### config.mk
export PLATFORM = sky130hd
export DESIGN_NAME = key_direction_queue
export DESIGN_NICKNAME = d
export VERILOG_FILES = /design/src/rtl/snake_pkg.sv /design/src/rtl/dir_fifo.sv /design/src/rtl/key_direction_queue.sv
export SDC_FILE = /design/constraint.sdc
export NUM_CORES = 1
export LEC_CHECK = 0
export ABC_AREA = 1
export CORE_MARGIN = 10
export CORE_UTILIZATION = 50
export CTS_CLUSTER_SIZE = 12
export DETAILED_ROUTE_END_ITERATION = 7
export PLACE_DENSITY = 0.75
export SETUP_SLACK_MARGIN = 0.05
export SYNTH_ARGS = -nofsm -noshare
export SYNTH_HDL_FRONTEND = slang
export SYNTH_SLANG_ARGS = --single-unit
export TNS_END_PERCENT = 20
### constraint.sdc
create_clock -name Clk -period 2.4 [get_ports Clk]
set_clock_uncertainty 0.1 [all_clocks]
set_input_delay 0.48 -clock Clk [delete_from_list [all_inputs] [get_ports Clk]]
set_output_delay 0.48 -clock Clk [all_outputs]
set_load 0.1 [all_outputs]
### src/rtl/snake_pkg.sv
// Shared heading type, keycode constants and the reversal helper for the
// keyboard-to-steering path.
package snake_pkg;

  typedef enum logic [2:0] {
    DIR_UP    = 3'd0,
    DIR_DOWN  = 3'd1,
    DIR_LEFT  = 3'd2,
    DIR_RIGHT = 3'd3,
    DIR_STOP  = 3'd4
  } dir_t;

  localparam logic [7:0] KC_W     = 8'h1A;
  localparam logic [7:0] KC_UP    = 8'h52;
  localparam logic [7:0] KC_S     = 8'h16;
  localparam logic [7:0] KC_DOWN  = 8'h51;
  localparam logic [7:0] KC_A     = 8'h04;
  localparam logic [7:0] KC_LEFT  = 8'h50;
  localparam logic [7:0] KC_D     = 8'h07;
  localparam logic [7:0] KC_RIGHT = 8'h4F;
  localparam logic [7:0] KC_SPACE = 8'h2C;

  // STOP has no opposite; returning STOP keeps it from matching any key heading.
  function automatic dir_t opposite(input dir_t d);
    case (d)
      DIR_UP:    opposite = DIR_DOWN;
      DIR_DOWN:  opposite = DIR_UP;
      DIR_LEFT:  opposite = DIR_RIGHT;
      DIR_RIGHT: opposite = DIR_LEFT;
      default:   opposite = DIR_STOP;
    endcase
  endfunction

endpackage

### src/rtl/dir_fifo.sv
// Circular buffer of pending headings; head is visible on dout, a pop on the
// same cycle as a push frees a slot so a full buffer can still accept.
module dir_fifo
  import snake_pkg::*;
#(
  parameter int DEPTH = 4,
  parameter int CW    = $clog2(DEPTH + 1)
) (
  input  logic          clk,
  input  logic          rst,
  input  logic          push,
  input  logic          pop,
  input  dir_t          din,
  output dir_t          dout,
  output logic [CW-1:0] count,
  output logic          full,
  output logic          empty
);

  localparam int AW = (DEPTH > 1) ? $clog2(DEPTH) : 1;

  dir_t          mem [DEPTH];
  logic [AW-1:0] wr_ptr;
  logic [AW-1:0] rd_ptr;
  logic          do_push;
  logic          do_pop;

  assign empty   = (count == '0);
  assign full    = (count == CW'(DEPTH));
  assign do_pop  = pop && !empty;
  assign do_push = push && (!full || do_pop);
  assign dout    = mem[rd_ptr];

  // DEPTH is a power of two, so pointer wrap is plain binary rollover.
  always_ff @(posedge clk or posedge rst) begin
    if (rst) begin
      wr_ptr <= '0;
      rd_ptr <= '0;
      count  <= '0;
    end else begin
      if (do_push) wr_ptr <= wr_ptr + AW'(1);
      if (do_pop)  rd_ptr <= rd_ptr + AW'(1);
      if (do_push && !do_pop)      count <= count + CW'(1);
      else if (do_pop && !do_push) count <= count - CW'(1);
    end
  end

  always_ff @(posedge clk) begin
    if (do_push) mem[wr_ptr] <= din;
  end

endmodule

### src/rtl/key_direction_queue.sv
// Converts raw keycodes into queued steering turns and releases one turn per
// VGA frame; also owns the pause toggle and a sticky overflow flag.
module key_direction_queue
  import snake_pkg::*;
#(
  parameter int DEPTH = 4,
  parameter int CW    = $clog2(DEPTH + 1)
) (
  input  logic          Clk,
  input  logic          Reset,
  input  logic [7:0]    keycode,
  input  logic          frame_vs,
  output logic [2:0]    Direction,
  output logic          Turn,
  output logic          Paused,
  output logic [CW-1:0] Count,
  output logic          Overflow
);

  logic [7:0] key_q;
  logic       is_dir;
  logic       is_pause;
  logic       press;
  dir_t       key_dir;
  dir_t       last_dir;
  dir_t       head;
  dir_t       dir_q;
  logic       vs_s1, vs_s2, vs_s3;
  logic       tick;
  logic       accept;
  logic       push;
  logic       pop;
  logic       full;
  logic       empty;

  always_comb begin
    is_dir   = 1'b0;
    is_pause = 1'b0;
    key_dir  = DIR_STOP;
    case (keycode)
      KC_W, KC_UP: begin
        is_dir  = 1'b1;
        key_dir = DIR_UP;
      end
      KC_S, KC_DOWN: begin
        is_dir  = 1'b1;
        key_dir = DIR_DOWN;
      end
      KC_A, KC_LEFT: begin
        is_dir  = 1'b1;
        key_dir = DIR_LEFT;
      end
      KC_D, KC_RIGHT: begin
        is_dir  = 1'b1;
        key_dir = DIR_RIGHT;
      end
      KC_SPACE: is_pause = 1'b1;
      default: ;
    endcase
  end

  assign press  = (keycode != key_q) && (is_dir || is_pause);
  // Compared against the last accepted heading, not the one currently applied.
  assign accept = press && is_dir && !Paused &&
                  (key_dir != last_dir) && (key_dir != opposite(last_dir));

  assign tick = vs_s2 & ~vs_s3;
  assign pop  = tick && !Paused && !empty;
  assign push = accept && (!full || pop);

  always_ff @(posedge Clk or posedge Reset) begin
    if (Reset) begin
      key_q    <= 8'h00;
      vs_s1    <= 1'b0;
      vs_s2    <= 1'b0;
      vs_s3    <= 1'b0;
      Paused   <= 1'b0;
      last_dir <= DIR_STOP;
      dir_q    <= DIR_STOP;
      Turn     <= 1'b0;
      Overflow <= 1'b0;
    end else begin
      key_q <= keycode;
      vs_s1 <= frame_vs;
      vs_s2 <= vs_s1;
      vs_s3 <= vs_s2;
      Turn  <= pop;
      if (press && is_pause)         Paused   <= ~Paused;
      if (push)                      last_dir <= key_dir;
      if (pop)                       dir_q    <= head;
      if (accept && full && !pop)    Overflow <= 1'b1;
    end
  end

  assign Direction = dir_q;

  dir_fifo #(
    .DEPTH (DEPTH),
    .CW    (CW)
  ) u_fifo (
    .clk   (Clk),
    .rst   (Reset),
    .push  (push),
    .pop   (pop),
    .din   (key_dir),
    .dout  (head),
    .count (Count),
    .full  (full),
    .empty (empty)
  );

endmodule

==> flow_summary_export.csv, run 1 <==
group,metric,value,unit
worst_setup_path,r2r-start,"key_q[7]",
drt,dr.pass1.iters,6,
layout,final_util,0.7045,
clock_tree,cts_root_buf,"clkbuf_8",
die,num_rows,21,
clock_tree,cts_tree,"yes",
sta,finalSetupViolCount,0,
layout,final_area,2425,sq um
drt,met3_length,210,um
die,die_width,80.57,um
hold_path,hold_start,"keycode[2]",
global_routing,grt_pass1_vias,1348,
sta,rsz0062_at_grt,"true",
drt,routed_wl,3740,um
worst_setup_path,reg2reg_depth,12,
place,gp_congestion,0.9014,
yosys,ys_warn_count,0,
sta,relSlewSlack,0.7392,
place,hpwl,2628,um
sta,worst_pin_slew,387.7,ps
yosys,synth_cell_types,29,
drt,routed_via_density,5.011,
drt,top_layer_used,"met4",
clock_tree,numCtsBuffers,5,
sta,hold_viol,0,
global_routing,grt_usage,0.1176,
drt,route.detailed.drc,0,
yosys,ys_seq_area_frac,0.5525,
hold_path,hold_path_class,"in -> reg",
yosys,syn_area,1834,sq um
drt,wl_met2,1963,um
yosys,synthXorXnorAreaFrac,0.05730,
flow_run,drv_cap,0,
place,post_dp_cell_area,2195,sq um
clock_tree,cts_hold_buf,0,
yosys,synth_top_family_by_area,"simple AND/OR/NAND/NOR gates",
yosys,syn_avg_cell_area,10.02,sq um
layout,n_antenna_cell,0,
worst_setup_path,path_class,"in -> reg",
layout,syn2layout_area_growth,32.20,%
yosys,synth_nets,200,
clock_tree,clock_sinks,38,
die,die_h,80.57,um
sta,slew_viol_final,0,
global_routing,grt_overflow,0,
worst_setup_path,crit_required,2470,ps
power,p_leak,0.001044,uW
hold_path,hold_depth,1,
place,port_buffers,19,
worst_setup_path,start_kind,"input port",
yosys,synth_fa_ha_area_frac,0.04502,
power,power_density,932.0,nW/um^2
worst_setup_path,reg2reg_setup_slack,140,ps
hold_path,worstHoldEndpoint,"key_q[2]",
sta,fin_setup_tns,0,ps
clock_tree,cts_max_level,2,
worst_setup_path,cp_max_fo,6,
layout,drive_above_1_share,0.4115,
layout,layout.nets,242,
yosys,synth-simple-area-share,0.2469,
yosys,synth_mux_area_frac,0.006139,
drt,vias,1363,
global_routing,antenna_found_initial,0,
worst_setup_path,arrival,2400,ps
worst_setup_path,r2r_end,"u_fifo.count[1]",
global_routing,grt_pass1_wl,6003,um
worst_setup_path,end_kind,"register",
clock_tree,clock_latency,290,ps
yosys,synth_cells,183,
global_routing,grt_max_degree,27,
die,die_area,6492,sq um
run_status,outcome,"complete, no violations",
sta,fmax,430.8,MHz
drt,postRouteAntennaNets,0,
die,start_util,0.5329,
die,coreArea,3442,sq um
clock_tree,clk_pin_slew_worst_paths,70,ps
clock_tree,clockBufferDepth,2,
sta,holdWs,257.9,ps
sta,finalCritPeriodShare,0.9671,
yosys,synth-seq-cells,38,
die,io_pins,20,
power,peakVddDrop,0.7567,mV
yosys,synth-compound-area-share,0.04297,
drt,post_drt_wl_per_cell,13.75,um
drt,met1Wirelength,1526,um
layout,fillers,261,
sta,period_needed,2321,ps
drt,drt-initial-drc-count,70,
==> layer usage <==
| layer | up-vias | GRT usage |
|---|---|---|
| met5 | - | 0 |
| met4 | 0 | 0.03697 |
| met3 | 8 | 0.05234 |
| met2 | 31 | 0.1998 |
| met1 | 654 | 0.1276 |
| li1 | 670 | - |
==> flip-flops by register name, summed over array words and instances (netlist names) <==
name,cells
Turn,1
Paused,1
u_fifo.rd_ptr,2
last_dir,2
u_fifo.mem,12
Overflow,1
vs_s3,1
vs_s1,1
key_q,8
u_fifo.wr_ptr,2
u_fifo.count,3
Direction,3
vs_s2,1
==> stage by stage <==
step | std cells | worst slack [ps] | total power, uW
final | 272 | 78.97 | 2260
after global routing | 272 | -3.832 | 2378
after CTS | 270 | 58.36 | 2251
after detailed placement | 262 | -738.0 | 1623
after global placement | 262 | -681.2 | 1604
after floorplan | 183 | -55.80 | 1439
==> report_power, final <==
group | switching [uW] | leakage (uW) | internal (uW)
clock | 227 | 0.0000658 | 411
combinational | 560 | 0.000559 | 202
sequential | 95.2 | 0.000419 | 765
total | 882 | 0.00104 | 1380
==> worst max-delay path: stages <==
cell,delay [ps]
buf_4,140
inv_2,70
nor2_4,40
nand2_2,100
nor2_1,50
nor2_1,170
nand2_2,90
nor2_4,160
nor2_8,50
nand3_4,70
inv_2,40
ha_1,180
inv_2,60
fa_2,420
mux2_2,260
==> layout by cell type (no fill, tap or decap), drive strengths merged, types with 7 or more instances in the layout <==
| cell type | netlist | routed |
|---|---|---|
| nand2 | 30 | 30 |
| edfxtp | 12 | 12 |
| nor2 | 44 | 44 |
| dfrtp | 24 | 24 |
| xnor2 | 9 | 9 |
| o21ai | 7 | 7 |
| clkbuf | 1 | 9 |
| buf | 0 | 30 |
| inv | 22 | 22 |
==> worst max-delay path by stage <==
stage	startpoint	end	slack [ps]	cells past startpoint
2_1_floorplan	keycode[6]	u_fifo.count[1]	-60	14
6_report	keycode[4]	u_fifo.count[1]	80	15
5_1_grt	keycode[4]	u_fifo.count[1]	-4	15
4_1_cts	keycode[3]	u_fifo.count[1]	60	14
3_5_place_dp	keycode[3]	u_fifo.count[1]	-740	14
3_3_place_gp	keycode[3]	u_fifo.count[1]	-680	14
==> cell families after synthesis <==
kind of cell | Yosys count
simple gates | 89
flops | 38
buf+inv | 24
compound gates | 13
xor+xnor | 12
fa+ha+maj | 6
mux | 1
==> Yosys cell counts <==
library cell,n,area (sq um)
a21oi_1,1,5.000
a31oi_1,3,18.77
clkbuf_1,1,3.750
clkinv_1,1,3.750
dfrtp_1,24,600.6
dfstp_2,2,52.55
edfxtp_1,12,360.4
fa_1,1,20.02
ha_1,5,62.56
inv_1,19,71.32
inv_2,3,11.26
mux2_2,1,11.26
nand2_1,25,93.84
nand2_2,5,31.28
nand3_1,3,15.01
nand3_2,1,10.01
nand3_4,2,35.03
nand4_1,6,37.54
nor2_1,32,120.1
nor2_2,10,62.56
nor2_4,1,11.26
nor2_8,1,20.02
nor3_1,2,10.01
nor4_1,1,6.260
o21ai_0,7,35.03
o21bai_1,1,7.510
o31ai_2,1,12.51
xnor2_1,9,78.83
xor2_1,3,26.28
==> cell type report <==
type | count | area (sq um) | share of cell area
Sequential cell | 38 | 1023 | 0.4221
Multi-Input combinational cell | 121 | 845.8 | 0.3488
Timing Repair Buffer | 36 | 276.5 | 0.1140
Inverter | 23 | 88.84 | 0.03664
Clock buffer | 5 | 68.82 | 0.02838
Clock inverter | 3 | 63.81 | 0.02632
Tap cell | 46 | 57.56 | 0.02374
==> repair_timing <==
item | CTS | global route
pin swaps | 4 | 14
endpoints found under the setup margin | 3 | 2
endpoints found under the hold margin | 0 | 0
buffers inserted | 0 | 2
resized for setup | 37 | 35
No activity file was read; power rests on OpenSTA's default activity.
==> inputs of run 2 (changes only) <==
Settings changed: HOLD_SLACK_MARGIN set to 0.15.
==> results of run 2 <==
No change in the layout: final DEF, timing and power equal those of run 1.
==> inputs of run 3 (changes only) <==
Clock period 2.4 ns to 2 ns, I/O delays scaled along.
==> run 3 against run 2 <==
Core utilization is 8.1 points higher. Hold slack got worse by 100 ps. Cell count rose by 5.9%. Count of clock-buffer cells in the layout rose by 1. Critical path type is now reg -> reg. Routed wire length is 17% higher. The run now ends with setup timing left. First-iteration DRC count rose by 34%.
==> flow_summary_export.csv, run 3 (synthesized netlist as in run 1, its figures left out) <==
group,metric,value,unit
global_routing,grt_max_degree,27,
clock_tree,clock_sinks,38,
worst_setup_path,path_class,"reg -> reg",
sta,fmax,446.4,MHz
clock_tree,cts_tree,"yes",
layout,drive_above_1_share,0.4628,
worst_setup_path,arrival,2320,ps
worst_setup_path,crit_family,"adder cells",
worst_setup_path,crit_path_frequent_cell,"inv_4",
die,die_area,6492,sq um
worst_setup_path,crit_chain,"xnor2_1 > nand2_1 > nor2_1 > nand2_2 > nand2_4 > nor2_8 > nand3_4 > inv_4 > ha_4 > inv_4 > fa_2 > mux2_4",
hold_path,hold_path_class,"in -> reg",
drt,route.detailed.drc,0,
clock_tree,clockBufferDepth,2,
power,peakVddDrop,0.6295,mV
drt,drt-initial-drc-count,94,
sta,worst_pin_slew,325.7,ps
layout,largest_registers,"u_fifo.mem: 12 flops, key_q: 8 flops",
layout,final_common_cell,"buf_4",
die,die_width,80.57,um
worst_setup_path,crit_slowest_cell,"fa_2",
sta,slew_viol_final,0,
worst_setup_path,cp_max_fo,2,
die,coreArea,3442,sq um
layout,largest-register,"u_fifo.mem",
drt,routed_wl,4393,um
worst_setup_path,crit_required,2080,ps
layout,final_util,0.7855,
clock_tree,clk_pin_slew_worst_paths,70,ps
die,io_pins,20,
drt,routed_via_density,5.094,
layout,n_antenna_cell,0,
worst_setup_path,end_kind,"register",
worst_setup_path,cp_slowest_stage_delay,420,ps
worst_setup_path,crit_buf_inv,2,
place,port_buffers,19,
drt,vias,1467,
sta,finalSetupViolCount,2,
layout,final_cell_mix,"buf_4, nor2_1, dfrtp_1",
place,gp_congestion,0.8932,
power,p_leak,0.001153,uW
global_routing,grt_usage,0.1214,
global_routing,grt_overflow,0,
clock_tree,cts_max_level,2,
die,num_rows,21,
drt,post_drt_wl_per_cell,15.25,um
layout,syn2layout_area_growth,47.41,%
worst_setup_path,start_kind,"register",
clock_tree,numCtsBuffers,5,
die,die_h,80.57,um
run_status,violations,"setup timing",
power,power_density,1074,nW/um^2
run_status,outcome,"finished, violations left",
sta,relSlewSlack,0.7809,
sta,rsz0062_at_grt,"true",
sta,period_needed,2240,ps
global_routing,antenna_found_initial,0,
global_routing,grt_pass1_vias,1448,
die,start_util,0.5329,
drt,dr.pass1.iters,4,
sta,hold_viol,0,
clock_tree,cts_root_buf,"clkbuf_8",
drt,postRouteAntennaNets,0,
clock_tree,clock_latency,300,ps
layout,largest_reg_flops,12,
flow_run,drv_cap,0,
sta,finalCritPeriodShare,1.120,
sta,fin_ws,-240.1,ps
sta,fin_setup_tns,-444.3,ps
layout,layout.nets,258,
global_routing,grt_pass1_wl,6216,um
place,hpwl,2551,um
[run 3: final cells by class]
type	count	area, sq um
Sequential cell	38	1028
Fill cell	209	738.2
Multi-Input combinational cell	121	894.6
Clock inverter	2	33.78
Tap cell	46	57.56
Timing Repair Buffer	52	520.5
Clock buffer	6	72.57
Inverter	23	96.34
[run 3: worst paths after layout]
kind	start	to	slack, ps	cells past startpoint
worst min-delay path	keycode[2]	key_q[2]	150	1
max in group asynchronous	Reset	last_dir[2]	1140	3
worst min register to register	vs_s1	vs_s2	250	0
worst max-delay path	key_q[7]	u_fifo.count[1]	-240	12
min in group asynchronous	Reset	Overflow	360	3
worst max register to register	key_q[7]	u_fifo.count[1]	-240	12
[run 3: per-stage QoR]
stage / hold WS, ps / cell area (sq um) / power [uW] / instances / worst slack [ps]
floorplan: 231.2 / 1863 / 1734 / 183 / -418.3
global placement: 236.6 / 2335 / 2176 / 267 / -916.6
detailed placement: 239.5 / 2335 / 2208 / 267 / -995.5
CTS: 168.4 / 2521 / 2864 / 282 / -239.4
global route: 155.2 / 2704 / 3018 / 288 / -345.2
finish: 153.0 / 2704 / 2904 / 288 / -240.1
[run 3: power breakdown]
group	internal, uW	switching, uW
logic	473	750
clock network	368	270
registers	925	117
total	1770	1140
[run 3: routing by layer]
layer,track usage,share of wire,vias up
li1,-,-,702
met1,0.1242,0.39,718
met2,0.2038,0.52,34
met3,0.05234,0.061,13
met4,0.06690,0.025,0
met5,0,0,-
[run 3: what timing repair did]
action                                  in CTS  in global routing
hold endpoints to repair                     0                  1
resized for setup                           53                 43
setup buffers                                7                  5
endpoints found under the setup margin      18                 14
pin swaps                                   17                 24
hold buffers                                 0                  1
